## config.mk

```make
export PLATFORM = sky130hd
export DESIGN_NAME = mips_fwd_hazard_ctrl
export DESIGN_NICKNAME = d
export VERILOG_FILES = /design/src/rtl/mips_fwd_hazard_ctrl.sv
export SDC_FILE = /design/constraint.sdc
export NUM_CORES = 1
export LEC_CHECK = 0
export ABC_AREA = 1
export CAP_MARGIN = 10
export CORE_UTILIZATION = 44
export DETAILED_ROUTE_END_ITERATION = 16
export PLACE_DENSITY = 0.86
export SYNTH_ARGS = -nofsm -noshare
export SYNTH_HDL_FRONTEND = slang
export SYNTH_SLANG_ARGS = --single-unit
export TNS_END_PERCENT = 30
```

## constraint.sdc

```tcl
create_clock -name clock -period 1.4 [get_ports clock]
set_input_delay 0.21 -clock clock [delete_from_list [all_inputs] [get_ports clock]]
set_output_delay 0.21 -clock clock [all_outputs]
set_load 0.01 [all_outputs]
```

## src/rtl/mips_fwd_hazard_ctrl.sv

```systemverilog
// mips_fwd_hazard_ctrl: registered EX operand forwarding and load-use stall control for a 5-stage MIPS pipeline.
// Define MIPS_STALL_CNT_EN to add the saturating stall_cnt output.
module mips_fwd_hazard_ctrl #(
    parameter logic [5:0] ALUOP   = 6'd0,
    parameter logic [5:0] LW      = 6'd35,
    parameter logic [5:0] SW      = 6'd43,
    parameter logic [5:0] ADD_IMM = 6'd8,
    parameter logic [5:0] JOP     = 6'd2,
    parameter logic [5:0] JALOP   = 6'd3
) (
    input  logic        clock,
    input  logic        reset,
    input  logic [31:0] id_ir,
    input  logic        freeze,
    output logic [1:0]  fa,
    output logic [1:0]  fb,
    output logic        stall,
    output logic        bubble,
    output logic        hazard_state
`ifdef MIPS_STALL_CNT_EN
    ,
    output logic [15:0] stall_cnt
`endif
);
    typedef enum logic {RUN = 1'b0, LSTALL = 1'b1} state_t;
    state_t state;
    logic [5:0] op;
    logic [4:0] rs, rt, rd, dest;
    logic use_rs, use_rt, is_load, hazard;
    logic [1:0] fa_n, fb_n;
    logic ex_v, mem_v, wb_v, ex_l, mem_l, wb_l;
    logic [4:0] ex_d, mem_d, wb_d;
    logic unused_bits;

    assign op = id_ir[31:26];
    assign rs = id_ir[25:21];
    assign rt = id_ir[20:16];
    assign rd = id_ir[15:11];
    assign hazard_state = state;
    // WB entry and its load flag are tracked for completeness but not consulted.
    assign unused_bits = ^{id_ir[10:0], wb_v, wb_d, wb_l, mem_l, JOP};

    always_comb begin
        dest    = op == ALUOP ? rd : (op == LW || op == ADD_IMM) ? rt : op == JALOP ? 5'd31 : 5'd0;
        use_rs  = op == ALUOP || op == SW || op == LW || op == ADD_IMM;
        use_rt  = op == ALUOP || op == SW;
        is_load = op == LW;
        hazard  = !freeze && state == RUN && ex_v && ex_l &&
                  ((use_rs && rs == ex_d) || (use_rt && rt == ex_d));
        stall   = freeze || hazard;
        bubble  = hazard;
        fa_n    = !use_rs ? 2'b00 : (ex_v && rs == ex_d) ? 2'b10 : (mem_v && rs == mem_d) ? 2'b01 : 2'b00;
        fb_n    = !use_rt ? 2'b00 : (ex_v && rt == ex_d) ? 2'b10 : (mem_v && rt == mem_d) ? 2'b01 : 2'b00;
    end

    always_ff @(posedge clock) begin
        if (reset) begin
            ex_v  <= 1'b0;
            mem_v <= 1'b0;
            wb_v  <= 1'b0;
            ex_d  <= 5'd0;
            mem_d <= 5'd0;
            wb_d  <= 5'd0;
            ex_l  <= 1'b0;
            mem_l <= 1'b0;
            wb_l  <= 1'b0;
            fa    <= 2'b00;
            fb    <= 2'b00;
            state <= RUN;
        end else if (!freeze) begin
            wb_v  <= mem_v;
            wb_d  <= mem_d;
            wb_l  <= mem_l;
            mem_v <= ex_v;
            mem_d <= ex_d;
            mem_l <= ex_l;
            ex_v  <= !bubble && dest != 5'd0;
            ex_d  <= dest;
            ex_l  <= is_load;
            fa    <= bubble ? 2'b00 : fa_n;
            fb    <= bubble ? 2'b00 : fb_n;
            state <= bubble ? LSTALL : RUN;
        end
    end

`ifdef MIPS_STALL_CNT_EN
    always_ff @(posedge clock) begin
        if (reset)
            stall_cnt <= 16'd0;
        else if (!freeze && bubble && stall_cnt != 16'hFFFF)
            stall_cnt <= stall_cnt + 16'd1;
    end
`endif
endmodule

```

Word-level counts from Yosys, hierarchy flattened
Index checks and enable logic that the tools add are counted.
Widths: inputs -> output; s select.
{ "word_totals": {"ff_bits": 18, "elab_cells": 50, "inputBits": 35, "output_inout_bits": 7} }
{ "classes": {"muxes": 12, "eq_ne": 8, "n_bitwise": 1, "n_reduce_logical": 21} }
{ "ops": {"columns": ["op", "count"], "rows": [
  ["$eq 5x5->1", 4],
  ["$mux 5", 3],
  ["$eq 6x6->1 const B", 2],
  ["$mux 2", 6],
  ["$logic_and 1x1->1", 11],
  ["$eq 6x2->1 const B", 1],
  ["$eq 6x4->1 const B", 1],
  ["$logic_not 6->1", 1],
  ["$logic_or 1x1->1", 6],
  ["$reduce_bool 5->1", 1],
  ["$mux 1", 3],
  ["$logic_not 1->1", 2],
  ["$not 1->1", 1]
]} }

Longest topological paths before layout
Gate-level depths: netlist of run 1.
{ "logic_depth": {"word_depth": 9, "mapped_depth": 10, "depth_no_buf": 10} }

Least setup slack after synthesis of run 1
No wires, ideal clock.
{ "synth_timing": {"path_kind": "flip-flop to output port", "startpoint": "register ex_d[4]", "endpoint": "output bubble", "required_time_ps": 1190, "path_stages_with_launch": 7, "path_slack_ps": 194, "arrival_ps": 996, "path_buffers": 0, "path_cell_list": "dfxtp_1 > xnor2_1 > nand2_2 > nor2_2 > nand2_2 > nand2_2 > and2_2"} }
{ "synth_via": {"elab_chain_cells": 4, "elab_cells_between_ends": 6, "classes_between": "eq/ne (2); reduce/logical (4)"} }
{ "synth_rtl": {"columns": ["item", "line_no", "rtl"], "rows": [
  ["from (decl)", "32", "logic [4:0] ex_d, mem_d, wb_d;"],
  ["from (signal assigned)", "78", "ex_d <= dest;"],
  ["$eq 5x5->1", "49", "((use_rs && rs == ex_d) || (use_rt && rt == ex_d));"],
  ["$logic_and 1x1->1", "49", null],
  ["$logic_or 1x1->1 (*)", "49", null],
  ["$logic_and 1x1->1 (*)", "48", "hazard = !freeze && state == RUN && ex_v && ex_l &&"],
  ["to (decl)", "18", "output logic bubble,"]
]} }
Mark *: on every way between the ends. The rest lies on a longest branch, timed or not.

Final worst setup path of run 1
{ "layout_timing": {"startpoint": "register ex_d[2]", "endpoint": "output bubble"} }
Same word-level chain as after synthesis.

==> results of run 1 <==
synth_stat cells (5+ instances only):
cell | number | area, sq um
nand3_1 | 9 | 45.04
nor2_2 | 6 | 37.54
xnor2_1 | 8 | 70.07
nand3_2 | 5 | 50.05
nor2_1 | 19 | 71.32
dfxtp_1 | 18 | 360.4
o21ai_0 | 12 | 60.06
nand2_1 | 33 | 123.9
inv_1 | 19 | 71.32
xor2_1 | 5 | 43.79
a21oi_1 | 13 | 65.06
flip-flops by register name, indices dropped and copies added, names as in the netlist:
register / cells
fb: 2
fa: 2
ex_l: 1
ex_v: 1
ex_d: 5
hazard_state: 1
mem_v: 1
mem_d: 5
layout make-up:
type                       count  area, sq um
multi-input combinational    130        828.3
timing repair buffer          69        591.8
fill                         154        549.3
sequential                    18        377.9
inverter                      20        78.83
tap                           30        37.54
clock buffer                   4        36.28
logic make-up after synthesis:
logic type,after synthesis,synth area share [%]
AND/OR/NAND/NOR,87,37.13
AO/OA/AOI/OAI,30,14.68
buffers and inverters,24,7.872
flip-flops,18,30.64
XOR/XNOR,13,9.681
metal layers:
metal,GRT usage (%),vias to the layer above
met3,4.237,8
met2,46.71,86
met1,32.54,654
met4,15.35,0
met5,0,-
li1,-,693
power by group:
group          internal, mW  switching [mW]
clock                 0.159           0.187
sequential            0.531          0.0259
combinational         0.193           0.176
total                 0.883           0.389
what timing repair did:
| action | CTS | global route |
|---|---|---|
| pin swaps | 14 | 12 |
| hold buffers | 0 | 0 |
| resized for setup | 38 | 29 |
| buffers inserted | 9 | 3 |
| setup endpoints to repair | 9 | 8 |
worst min-delay path, delay by kind of cell:
kind            cells  cell delay, ns
compound gates      1            0.05
buf+inv             2            0.33
simple gates        2            0.16
worst paths after layout:
kind,startpoint,to,slack (ns),depth (start not counted)
max,ex_d[2],bubble,-0.26,7
min,id_ir[29],ex_l,0.47,5
max reg2reg,ex_d[2],fa[0],-0.17,11
min reg2reg,fa[1],fa[1],0.48,2
placed cells by master, fill, tap and decap left out, types with 2 or more instances in the layout:
cell type / n
dlymetal6s2s_1: 4
nor2_2: 7
nand3_1: 8
buf_6: 3
dfxtp_1: 12
xor2_2: 3
inv_2: 3
nand2_1: 28
a21oi_2: 4
o21ai_0: 12
inv_1: 15
xor2_1: 2
nand3_2: 5
dfxtp_2: 2
nand4_1: 3
xnor2_2: 3
dlygate4sd2_1: 14
nand2_2: 8
clkdlybuf4s50_1: 10
dfxtp_4: 4
clkbuf_4: 3
o211ai_1: 2
a21oi_1: 10
xnor2_1: 5
buf_4: 38
nor2_1: 16
nand2_4: 2
nor2_4: 3
==> reports/results.ini, run 1 <==
[sta]
final-setup-viol-count=4
slew_viol_final=0
report.final.hold_viol_count=0
finalWorstSetupSlack_ns=-0.2555
finalWorstPathRequiredPeriod_ns=1.655
rsz0062_at_grt=yes
hold_slack_ns=0.4726
worst_slew_pin_slew_ns=0.3154
max_freq_mhz=604.1
finalSetupTns_ns=-0.8293
finalCritPeriodShare_pct=118.2
skew_ns=0.01121
slew_headroom_pct=78.95

[layout]
layout.cells.non_filler=271
antenna_cells=0
areaGrowthSynthToFinish_pct=65.85
fin_util_pct=78.03
drive_gt1_share_pct=39.83
final_nets=277
final_area_sq_mm=0.001951

[place]
place_hpwl_um=2466
place_inst=255
routabilityCongestion=0.8333
place_area_sq_mm=0.001700
port_buffers=30
place_ws_ns=-0.8152

[routing]
first_pass_iters=4
drc=0
via_per_inst=5.317
vias=1441
drtAntennaViolNets=0
wl_met1_um=1533
highest_layer=met4
wl_per_cell_um=14.58
dr_wl_met2_um=2024
first_iter_violations=45
route.met3.wl_um=308
finalWirelength_um=3951

[floorplan]
ios=42
dieHeight_um=53.70
dieArea_sq_mm=0.002884
fp.dieW_um=53.70
coreArea_sq_mm=0.002500
start_util_pct=47.05
placementRows=18

[clocking]
htreeDepth=1
cts_sinks=18
cts_made_buffers=3
path_clk_slew_ns=0.12
ctsRootBufferMaster=clkbuf_4
clock_latency_ns=0.30
cts_buffer_depth=2
cts_tree=done

[setup_path]
end_kind=output pin
crit_fanout=4
crit_required_ns=1.19
cpPeakStageDelay_ns=0.40
critical_path.top_delay_family=simple AND/OR/NAND/NOR gates
critPathLaunchType=register
crit_arrival_ns=1.45
slowest_stage=dfxtp_4
path_common_cell=nand2_2
path_cells=xnor2_2, nand2_2, nor2_4, nand2_2, nand2_2, and2_4, buf_6
worstSetupPathType=register to output pin
crit_buf_inv=1

[power]
powerDensity_mw_per_mm2=652.0
ir_drop_v=0.0006673
power_mw=1.272
leakage_nw=0.9384

[global_routing]
grt_util_all_layers_pct=27.48
overflow=0
grt_max_degree=21
grt_pass1_wl_um=5561
grt_pass1_vias=1245
antenna_found_initial=0

[logic_synthesis]
async_reset_ff_share_pct=0
syn_inst=172
synth_warnings=0
ys_seq_area_share_pct=30.64
synth_area_sq_mm=0.001176
ys_types=27
synth.ff_latch_count=18
synthFlopType=dfxtp_1
syn_avg_cell_area_sq_um=6.838
synth_edf_count=0
syn-num-nets=207

[run]
drv_cap=0

[worst_hold_path]
hold_class=input port to register

[status]
violations=negative setup slack
status=complete, but fails checks

(Power assumes the default switching activity.)
==> run 2: changes to the inputs <==
- ABC_CLOCK_PERIOD_IN_PS: default -> 1400
- CORE_MARGIN: default -> 4
==> run 2 against run 1 <==
The run still ends with negative setup slack left. Global-route usage fell by 6.3 points. Highest routed layer unchanged. Critical endpoint unchanged. Combinational power fell by 7.6%. Critical path depth fell by 1. Worst setup slack got worse by 0.063 ns. Clock power fell by 4%. Maximum frequency fell by 3.7%.
==> reports/results.ini, run 2 (same netlist as run 1, synthesis figures left out) <==
[global_routing]
grt_pass1_vias=1348  ; +8.3%
grt_pass1_wl_um=5789  ; +4.1%
antenna_found_initial=0  ; unchanged
grt_util_all_layers_pct=21.18  ; -6.3 points
overflow=0  ; unchanged
grt_max_degree=21  ; unchanged

[routing]
wl_per_cell_um=14.66  ; +0.56%
first_pass_iters=4  ; unchanged
finalWirelength_um=3929  ; -0.56%
via_per_inst=5.243  ; -1.4%
drtAntennaViolNets=0  ; unchanged
first_iter_violations=68  ; +51%
drc=0  ; unchanged
vias=1405  ; -2.5%

[place]
place_ws_ns=-0.8150  ; +0.0002060 ns
place_hpwl_um=2359  ; -4.3%
place_area_sq_mm=0.001693  ; -0.44%
port_buffers=30  ; unchanged
routabilityCongestion=0.8052  ; -3.4%
place_inst=254  ; -0.39%

[setup_path]
crit_required_ns=1.19  ; about the same
crit_arrival_ns=1.51  ; +0.06 ns
critPathLaunchType=register
end_kind=output pin
worstSetupPathType=register to output pin
crit_fanout=2  ; -2

[layout]
drive_gt1_share_pct=35.71  ; -4.1 points
layout.cells.non_filler=268  ; -1.1%
most-common-layout-cells=buf_4, nand2_1, inv_1, nor2_1
final_common_cell=buf_4
antenna_cells=0  ; unchanged
final_nets=274  ; -1.1%
final_area_sq_mm=0.001891  ; -3.1%
areaGrowthSynthToFinish_pct=60.74
reg_top3=ex_d (5), mem_d (5)
multi_input_comb_area_sq_um=800.8  ; -3.3%
fill_cells=174  ; +13%
ff_latch_area_sq_um=370.4  ; -2.0%

[sta]
worst_slew_pin_slew_ns=0.3541  ; +0.03869 ns
slew_viol_final=0  ; unchanged
rsz0062_at_grt=yes
final-setup-viol-count=7  ; +3
slew_headroom_pct=76.36  ; -2.6 points
report.final.hold_viol_count=0  ; unchanged
finalSetupTns_ns=-0.9411  ; -0.1119 ns
finalWorstSetupSlack_ns=-0.3183  ; -0.06280 ns
finalCritPeriodShare_pct=122.7  ; +4.5 points
finalWorstPathRequiredPeriod_ns=1.718  ; +0.06280 ns
skew_ns=0.003120  ; -0.008085 ns
max_freq_mhz=582.0  ; -3.7%
hold_slack_ns=0.4707  ; -0.001900 ns

[status]
status=complete, but fails checks
violations=negative setup slack

[clocking]
cts_made_buffers=3  ; unchanged
ctsRootBufferMaster=clkbuf_4
htreeDepth=1  ; unchanged
path_clk_slew_ns=0.11  ; about the same
cts_tree=done
cts_sinks=18  ; unchanged
clock_latency_ns=0.30  ; about the same
cts_buffer_depth=2  ; unchanged

[floorplan]
coreArea_sq_mm=0.002522  ; +0.90%
start_util_pct=46.63  ; -0.42 points
fp.dieW_um=59.70  ; +11%
placementRows=18  ; unchanged
ios=42  ; unchanged
dieArea_sq_mm=0.003564  ; +24%
dieHeight_um=59.70  ; +11%

[power]
powerDensity_mw_per_mm2=651.1  ; -0.14%
leakage_nw=0.9475  ; +0.98%
ir_drop_v=0.0004666  ; -30%

[run]
drv_cap=0  ; unchanged

[worst_hold_path]
hold_class=register to register

run 2: changes by cell type in the layout (fill, tap and decap cells not counted), moves of 3 or more:
cell and delta:
dfxtp_2 +3, dfxtp_4 -3, dlygate4sd2_1 -4, xor2_1 +3
xor2_2 -3
run 2: power breakdown:
part / internal, mW / leakage (nW) / switching (mW)
logic: 0.173 / 0.777 / 0.168
registers: 0.534 / 0.150 / 0.0232
clock network: 0.159 / 0.0210 / 0.173
run 2: per-layer routing:
| layer | vias up | part of all wire [%] | GRT usage (%) |
|---|---|---|---|
| li1 | 687 | - | - |
| met1 | 630 | 41 | 25.76 |
| met2 | 74 | 50 | 36.11 |
| met3 | 14 | 7.2 | 2.592 |
| met4 | 0 | 2.2 | 11.08 |
| met5 | - | 0 | 0 |
run 2: cell type report:
class                      count  area share, %
timing repair buffer          66          30.11
inverter                      20          4.037
sequential                    18          19.59
clock buffer                   4          1.919
tap                           30          1.985
multi-input combinational    130          42.36
run 2: worst max-delay path, stage by stage, from the launching register on:
cell and delay [ns]:
dfxtp_2 0.35, inv_1 0.08, nor2_2 0.14, nand3b_1 0.18, nor2_4 0.20, and2_4 0.16, buf_6 0.09
run 2: worst paths after layout:
check             depth (start not counted)  endpoint    start  slack [ns]
setup / recovery                          6    bubble     ex_v       -0.32
hold / removal                            2     fa[0]    fa[0]        0.47
setup reg to reg                         11     fb[1]  ex_d[4]       -0.26
hold reg to reg                           2     fa[0]    fa[0]        0.47
run 2: what timing repair did:
action                                  4_1_cts  5_1_grt
hold buffers                                  0        0
setup buffers                                 8        2
resized for setup                            31       22
pin swaps                                    15        9
endpoints found under the setup margin        7       12
run 2: stage by stage:
step	power, mW	util (%)
2_1_floorplan	0.6988	-
3_3_place_gp	0.8522	67.11
3_5_place_dp	0.8590	67.11
4_1_cts	1.187	71.73
5_1_grt	1.293	74.95
6_report	1.231	74.95
==> run 3: changes to the inputs <==
- CORE_UTILIZATION: 44 -> 40
- PLACE_DENSITY: 0.86 -> 0.8
- SETUP_SLACK_MARGIN: default -> 0.15
==> run 3 against run 2 <==
The run still ends with negative setup slack left. Sequential power barely moved. Final cell count increased by 1.9%. Final area increased by 3.5%. Sequential cell count is the same. Combinational power is 3% higher. Worst setup slack better by 0.0070 ns. Critical path depth is 8 higher. Core utilization down 4.6 points.
==> reports/results.ini, run 3 (same netlist as run 1, synthesis figures left out) <==
[global_routing]
grt_max_degree=21  ; unchanged
grt_pass1_vias=1441  ; +6.9%
overflow=0  ; unchanged
antenna_found_initial=0  ; unchanged
grt_util_all_layers_pct=19.17  ; -2.0 points
grt_pass1_wl_um=6189  ; +6.9%

[clocking]
cts_tree=done
cts_made_buffers=3  ; unchanged
ctsRootBufferMaster=clkbuf_4
htreeDepth=1  ; unchanged
cts_sinks=18  ; unchanged
postCtsHoldBufs=0  ; unchanged
cts_buffer_depth=2  ; unchanged
path_clk_slew_ns=0.12  ; about the same
clock_latency_ns=0.30  ; about the same

[layout]
layout.cells.non_filler=273  ; +1.9%
multi_input_comb_area_sq_um=827.0  ; +3.3%
drive_gt1_share_pct=39.26  ; +3.5 points
most-common-layout-cells=buf_4, nand2_1, inv_1, nor2_1, dlygate4sd2_1
ff_latch_area_sq_um=367.9  ; -0.68%
final_common_cell=buf_4
antenna_cells=0  ; unchanged
areaGrowthSynthToFinish_pct=66.38
final_nets=278  ; +1.5%
reg_top3=ex_d (5), mem_d (5)
fill_cells=204  ; +17%
final_area_sq_mm=0.001957  ; +3.5%

[place]
place_inst=259  ; +2.0%
place_hpwl_um=2432  ; +3.1%
place_ws_ns=-0.8030  ; +0.01199 ns
port_buffers=30  ; unchanged
routabilityCongestion=0.8329  ; +3.4%
place_area_sq_mm=0.001724  ; +1.8%

[status]
violations=negative setup slack
status=complete, but fails checks

[sta]
finalCritPeriodShare_pct=122.2  ; -0.50 points
finalWorstPathRequiredPeriod_ns=1.711  ; -0.007037 ns
final-setup-viol-count=3  ; -4
worst_slew_pin_slew_ns=0.3176  ; -0.03652 ns
report.final.hold_viol_count=0  ; unchanged
finalWorstSetupSlack_ns=-0.3112  ; +0.007037 ns
skew_ns=0.009632  ; +0.006512 ns
rsz0062_at_grt=yes
slew_viol_final=0  ; unchanged
slew_headroom_pct=78.80  ; +2.4 points
finalSetupTns_ns=-0.9091  ; +0.03200 ns
max_freq_mhz=584.4  ; +0.41%

[worst_hold_path]
hold_start=id_ir[30]
hold_class=input port to register

[floorplan]
coreArea_sq_mm=0.002781  ; +10%
placementRows=19  ; +1
fp.dieW_um=62.23  ; +4.2%
dieArea_sq_mm=0.003872  ; +8.6%
ios=42  ; unchanged
start_util_pct=42.29  ; -4.3 points
dieHeight_um=62.23  ; +4.2%

[setup_path]
r2r_start=ex_d[3]
worstSetupPathType=register to register
cp-startpoint=ex_d[3]
crit_fanout=3  ; +1
crit_arrival_ns=1.92  ; +0.41 ns
crit_required_ns=1.61  ; +0.42 ns
end_kind=register
critPathLaunchType=register

[power]
power_mw=1.247  ; +1.3%
powerDensity_mw_per_mm2=637.1  ; -2.2%
ir_drop_v=0.0004658  ; -0.18%
leakage_nw=0.9140  ; -3.5%

[routing]
vias=1420  ; +1.1%
wl_per_cell_um=14.58  ; -0.56%
drc=0  ; unchanged
finalWirelength_um=3980  ; +1.3%
via_per_inst=5.201  ; -0.78%
drtAntennaViolNets=0  ; unchanged
first_pass_iters=4  ; unchanged
first_iter_violations=36  ; -47%

[run]
drv_cap=0  ; unchanged

## run 3: path summary, 6_finish.rpt
path | cells past startpoint | end | slack, ns
setup / recovery | 14 | fb[1] | -0.31
hold / removal | 5 | ex_l | 0.44
setup reg to reg | 14 | fb[1] | -0.31
hold reg to reg | 2 | fa[0] | 0.48
## run 3: report_power, final
part	internal (mW)	switching, mW	total [mW]
Sequential	0.535	0.0233	0.559
Clock	0.159	0.179	0.338
Combinational	0.177	0.172	0.350
Total	0.872	0.375	1.25
## run 3: layer usage
metal / track usage (%) / wire (um) / vias up
met5: 0 / 0 / -
met4: 7.046 / 76 / 0
met3: 1.802 / 229 / 10
met2: 35.75 / 2048 / 60
met1: 22.14 / 1625 / 656
li1: - / - / 694
## run 3: worst max-delay path, cell delays in order, from the launching register on
cell,delay (ns)
dfxtp_2,0.40
inv_2,0.06
nand2_1,0.06
nand2_1,0.06
nand3_2,0.12
nor2_4,0.05
buf_4,0.13
buf_6,0.10
buf_4,0.12
buf_6,0.10
buf_6,0.10
buf_6,0.10
buf_6,0.10
nand4_1,0.06
a21oi_1,0.07
## run 3: through the flow
| stage | hold slack, ns | util (%) |
|---|---|---|
| finish | 0.4436 | 70.36 |
| CTS | 0.4560 | 67.61 |
| global placement | 0.4540 | 61.99 |
| detailed placement | 0.4530 | 61.99 |
| global route | 0.4680 | 70.36 |
| floorplan | 0.4174 | - |
## run 3: final cells by class
| class | count | area share (%) |
|---|---|---|
| Timing Repair Buffer | 70 | 31.01 |
| Sequential cell | 18 | 18.80 |
| Inverter | 20 | 4.092 |
| Multi-Input combinational cell | 130 | 42.26 |
| Clock buffer | 4 | 1.854 |
| Tap cell | 31 | 1.982 |
## run 3: what timing repair did
item                       CTS  global route
setup endpoints to repair   17            16
resized for setup           52            20
pin swaps                   18            11
buffers inserted             9             1
